--- src/rtl/instr_tx.sv ---
// UART transmitter for 16-bit FRANK6000 words: two 8N1 bytes, high byte first,
// matching the framing the instruction receiver reassembles.
module instr_tx #(
  parameter int CLKS_PER_BIT = 217
) (
  input  logic        i_clk,
  input  logic        i_rst,
  input  logic [15:0] i_tx_word,
  input  logic        i_tx_dv,
  output logic        o_tx_serial,
  output logic        o_tx_active,
  output logic        o_tx_done,
  output logic        o_ready
);

  localparam int CW = (CLKS_PER_BIT > 1) ? $clog2(CLKS_PER_BIT) : 1;
  localparam logic [CW-1:0] CNT_MAX = CW'(CLKS_PER_BIT - 1);

  localparam logic [1:0] IDLE  = 2'd0;
  localparam logic [1:0] START = 2'd1;
  localparam logic [1:0] DATA  = 2'd2;
  localparam logic [1:0] STOP  = 2'd3;

  logic [1:0]    state_q,   state_d;
  logic [CW-1:0] clk_cnt_q, clk_cnt_d;
  logic [2:0]    bit_idx_q, bit_idx_d;
  logic          byte_idx_q, byte_idx_d;
  logic [7:0]    shift_q,   shift_d;
  logic [7:0]    low_q,     low_d;
  logic          serial_q,  serial_d;
  logic          active_q,  active_d;
  logic          done_q,    done_d;
  logic          ready_q,   ready_d;

  logic bit_end;
  assign bit_end = (clk_cnt_q == CNT_MAX);

  // Outputs are computed one cycle ahead so every line level comes straight from a flop.
  always_comb begin
    state_d    = state_q;
    clk_cnt_d  = clk_cnt_q;
    bit_idx_d  = bit_idx_q;
    byte_idx_d = byte_idx_q;
    shift_d    = shift_q;
    low_d      = low_q;
    serial_d   = serial_q;
    active_d   = active_q;
    done_d     = 1'b0;
    ready_d    = ready_q;

    case (state_q)
      IDLE: begin
        serial_d = 1'b1;
        if (i_tx_dv) begin
          state_d    = START;
          shift_d    = i_tx_word[15:8];
          low_d      = i_tx_word[7:0];
          byte_idx_d = 1'b0;
          bit_idx_d  = 3'd0;
          clk_cnt_d  = '0;
          serial_d   = 1'b0;
          active_d   = 1'b1;
          ready_d    = 1'b0;
        end
      end

      START: begin
        if (bit_end) begin
          clk_cnt_d = '0;
          state_d   = DATA;
          serial_d  = shift_q[0];
          shift_d   = {1'b0, shift_q[7:1]};
        end else begin
          clk_cnt_d = clk_cnt_q + CW'(1);
        end
      end

      DATA: begin
        if (bit_end) begin
          clk_cnt_d = '0;
          if (bit_idx_q == 3'd7) begin
            bit_idx_d = 3'd0;
            state_d   = STOP;
            serial_d  = 1'b1;
          end else begin
            bit_idx_d = bit_idx_q + 3'd1;
            serial_d  = shift_q[0];
            shift_d   = {1'b0, shift_q[7:1]};
          end
        end else begin
          clk_cnt_d = clk_cnt_q + CW'(1);
        end
      end

      STOP: begin
        if (bit_end) begin
          clk_cnt_d = '0;
          if (!byte_idx_q) begin
            // Low byte follows the high byte's stop bit with no idle gap.
            byte_idx_d = 1'b1;
            state_d    = START;
            shift_d    = low_q;
            serial_d   = 1'b0;
          end else begin
            byte_idx_d = 1'b0;
            state_d    = IDLE;
            shift_d    = '0;
            serial_d   = 1'b1;
            active_d   = 1'b0;
            ready_d    = 1'b1;
            done_d     = 1'b1;
          end
        end else begin
          clk_cnt_d = clk_cnt_q + CW'(1);
        end
      end

      default: begin
        state_d    = IDLE;
        clk_cnt_d  = '0;
        bit_idx_d  = 3'd0;
        byte_idx_d = 1'b0;
        shift_d    = '0;
        serial_d   = 1'b1;
        active_d   = 1'b0;
        ready_d    = 1'b1;
      end
    endcase
  end

  always_ff @(posedge i_clk or posedge i_rst) begin
    if (i_rst) begin
      state_q    <= IDLE;
      clk_cnt_q  <= '0;
      bit_idx_q  <= 3'd0;
      byte_idx_q <= 1'b0;
      shift_q    <= '0;
      low_q      <= '0;
      serial_q   <= 1'b1;
      active_q   <= 1'b0;
      done_q     <= 1'b0;
      ready_q    <= 1'b1;
    end else begin
      state_q    <= state_d;
      clk_cnt_q  <= clk_cnt_d;
      bit_idx_q  <= bit_idx_d;
      byte_idx_q <= byte_idx_d;
      shift_q    <= shift_d;
      low_q      <= low_d;
      serial_q   <= serial_d;
      active_q   <= active_d;
      done_q     <= done_d;
      ready_q    <= ready_d;
    end
  end

  assign o_tx_serial = serial_q;
  assign o_tx_active = active_q;
  assign o_tx_done   = done_q;
  assign o_ready     = ready_q;

endmodule

--- config.mk ---
export PLATFORM = sky130hd
export DESIGN_NAME = instr_tx
export DESIGN_NICKNAME = d
export VERILOG_FILES = /design/src/rtl/instr_tx.sv
export SDC_FILE = /design/constraint.sdc
export NUM_CORES = 1
export LEC_CHECK = 0
export BUFFER_PORTS_ARGS = -buffer_cell sky130_fd_sc_hd__buf_2
export CAP_MARGIN = 0
export CORE_AREA = 8 8 67 69
export CTS_CLUSTER_SIZE = 16
export DETAILED_ROUTE_END_ITERATION = 16
export DIE_AREA = 0 0 75 77
export PLACE_DENSITY_LB_ADDON = 0.15
export RECOVER_POWER = 100
export SYNTH_ARGS = -nofsm -noshare
export SYNTH_HDL_FRONTEND = slang
export SYNTH_SLANG_ARGS = --single-unit
--- constraint.sdc ---
create_clock -name i_clk -period 2.6 [get_ports i_clk]
set_input_delay 0.39 -clock i_clk [delete_from_list [all_inputs] [get_ports i_clk]]
set_output_delay 0.39 -clock i_clk [all_outputs]
set_load 0.005 [all_outputs]
==> impl_metrics.yaml <==
synth:
  async_flop_share: 1.00
  synth-edff-count: 0
  avgSynthCellArea_sq_um: 10.2
  netlist_area_sq_um: 1870
  synth_cell_types: 44
  synth-seq-cells: 34
  syn-instance-count: 183
  syn-num-nets: 212
  synth-main-ff-cell: "dfrtp_1"
  yosysSeqAreaShare: 0.455
  ys_warn_count: 0
routing:
  vias_per_cell: 5.56
  dr.pass1.iters: 4
  antenna_violating_nets_post_route: 0
  drc: 0
  wl_per_cell_um: 15.0
  num_vias: 1419
  wl_um: 3830
  drt-initial-drc-count: 134
global_route:
  antenna_found_initial: 0
  overflow: 0
  grt_usage: 0.146
  first_global_vias: 1432
  grt_pass1_wl_um: 6570
  grt_max_degree: 24
cells_and_area:
  n_fill_cell: 325
  area_delta_synth_final_pct: 10.9
  diodes: 0
  drive_gt1_frac: 0.251
  multi_input_area_sq_um: 941
  register_area_sq_um: 853
  nNetsFinal: 235
cts:
  cts_tree: "yes"
  cts-resized-gates: 0
  cts_buffer_depth: 2
  clk_pin_slew_ns: 0.11
  clockRootBuffer: "clkbuf_4"
  clock_sinks: 34
  numCtsBuffers: 5
  post_cts_buffers: 0
  cts.htree.levels: 2
  postCtsHoldBufs: 0
  clock_latency_ns: 0.34
power:
  power_density_nw_per_um2: 1030
  leakagePower_nw: 0.946
  ir_worst_vdd_v: 0.000625
  power_mw: 2.13
placement:
  io_buffers: 22
  dp_hpwl_um: 2810
  gp_congestion: 0.877
outcome:
  status: "finished clean"
die:
  io_pins: 23
  die_width_um: 75
  coreArea_sq_um: 3500
  std_cell_rows: 22
  start_util: 0.536
  die_y_um: 77
  die_area_sq_um: 5780
worst_hold_path:
  min_path_type: "primary input to async pin"
timing:
  finalCritPeriodShare: 0.839
  skew_ns: 0.0105
  slew_violations: 0
  period_minus_slack_ns: 2.18
  worst_pin_slew_ns: 1.16
  hold_viol: 0
  slew_headroom: 0.229
  rsz0062_at_grt: "no"
  setup_viol: 0
  max_freq_mhz: 459
  setup_tns_ns: 0
run:
  cap_violations: 0
critical_path:
  worst_ep_required_time_ns: 2.82
  critPathLaunchType: "register"
  crit_arrival_ns: 2.40
  crit_fanout: 9
  endpoint_kind: "register"
  crit_type: "register to register"
## metrics by stage
| stage | util | cell area, sq um | hold WS (ns) | cells | setup WS (ns) |
|---|---|---|---|---|---|
| floorplan | - | 1870 | 0.457 | 183 | 0.704 |
| global placement | 0.581 | 2030 | 0.434 | 247 | 0.555 |
| detailed placement | 0.581 | 2030 | 0.452 | 247 | 0.458 |
| CTS | 0.598 | 2090 | 0.0826 | 255 | 0.430 |
| global route | 0.595 | 2080 | 0.0888 | 255 | 0.223 |
| finish | 0.595 | 2080 | 0.0553 | 255 | 0.419 |
## report_power, final
part	switching (mW)	internal [mW]	total, mW
Sequential	0.114	0.709	0.823
Clock	0.177	0.131	0.308
Combinational	0.538	0.466	1.00
## final timing paths
kind                         endpoint  depth (start not counted)          from  slack, ns
setup reg to reg           shift_q[6]                          6    state_q[0]       0.42
max in group asynchronous  shift_q[6]                          3         i_rst       1.13
hold reg to reg               o_ready                          2       o_ready       0.49
setup / recovery           shift_q[6]                          6    state_q[0]       0.42
min in group i_clk           low_q[3]                          2  i_tx_word[3]       0.28
hold / removal              o_tx_done                          2         i_rst       0.06
## kinds of logic after synthesis
| logic type | after synthesis | share of synthesized area |
|---|---|---|
| muxes | 18 | 0.108 |
| adders and majority gates | 10 | 0.0668 |
| and+or+nand+nor | 54 | 0.156 |
| xor gates and xnor gates | 6 | 0.0280 |
| AOI/OAI and AO/OA | 42 | 0.145 |
| DFF | 34 | 0.455 |
| buffers and inverters | 19 | 0.0407 |
## flip-flops by register name (all words and copies together) (netlist names)
register,flops
o_tx_serial,1
low_q,8
bit_idx_q,3
o_ready,1
shift_q,8
byte_idx_q,1
o_tx_done,1
state_q,2
clk_cnt_q,8
o_tx_active,1
## Yosys cell counts, drive strengths merged (3+ instances only)
master / instances / share of area
a21oi: 7 / 0.021
a22oi: 7 / 0.028
buf: 4 / 0.011
clkbuf: 6 / 0.012
dfrtp: 32 / 0.43
ha: 10 / 0.067
inv: 9 / 0.018
mux2: 18 / 0.11
nand2: 16 / 0.032
nand2b: 3 / 0.010
nand3: 4 / 0.011
nor2: 11 / 0.022
nor3: 5 / 0.019
o21ai: 15 / 0.040
xnor2: 3 / 0.014
xor2: 3 / 0.014
## area by class of cell
cell class / count / area share
sequential: 34 / 0.410
clock inverter: 1 / 0.00241
multi-input combinational: 130 / 0.452
inverter: 9 / 0.0162
clock buffer: 7 / 0.0265
tap: 48 / 0.0289
timing repair buffer: 26 / 0.0632
## worst max-delay path, cell delays in order, from the launching register on
cell and delay [ns]:
dfrtp_1 0.42, inv_1 0.11, ha_1 0.30, nor2b_1 0.16, clkbuf_1 0.23, nor3_4 0.45, mux2_2 0.38
## metal layers
| metal | vias to the layer above | global-route usage | share of wire |
|---|---|---|---|
| met5 | - | 0 | 0 |
| met4 | 0 | 0.0706 | 0.019 |
| met3 | 7 | 0.0377 | 0.053 |
| met2 | 34 | 0.219 | 0.47 |
| met1 | 682 | 0.188 | 0.46 |
| li1 | 696 | - | - |
## cells in the final DEF, fill, tap and decap left out, types with 2 or more instances in the layout
cell | Yosys | final
dfrtp_1 | 32 | 32
nor2_1 | 11 | 11
nand2b_1 | 3 | 3
nor3_1 | 4 | 4
mux2_2 | 18 | 18
xor2_1 | 3 | 3
buf_2 | 4 | 21
and3_1 | 2 | 2
xnor2_1 | 3 | 3
nand4_1 | 2 | 2
clkbuf_4 | 0 | 5
a21oi_1 | 6 | 7
o21ai_0 | 15 | 15
a22oi_1 | 7 | 7
nand2_1 | 16 | 16
buf_4 | 0 | 2
inv_1 | 9 | 9
nand3_1 | 4 | 4
clkbuf_1 | 6 | 4
nor2b_1 | 2 | 2
ha_1 | 10 | 10
(Power assumes the default switching activity.)
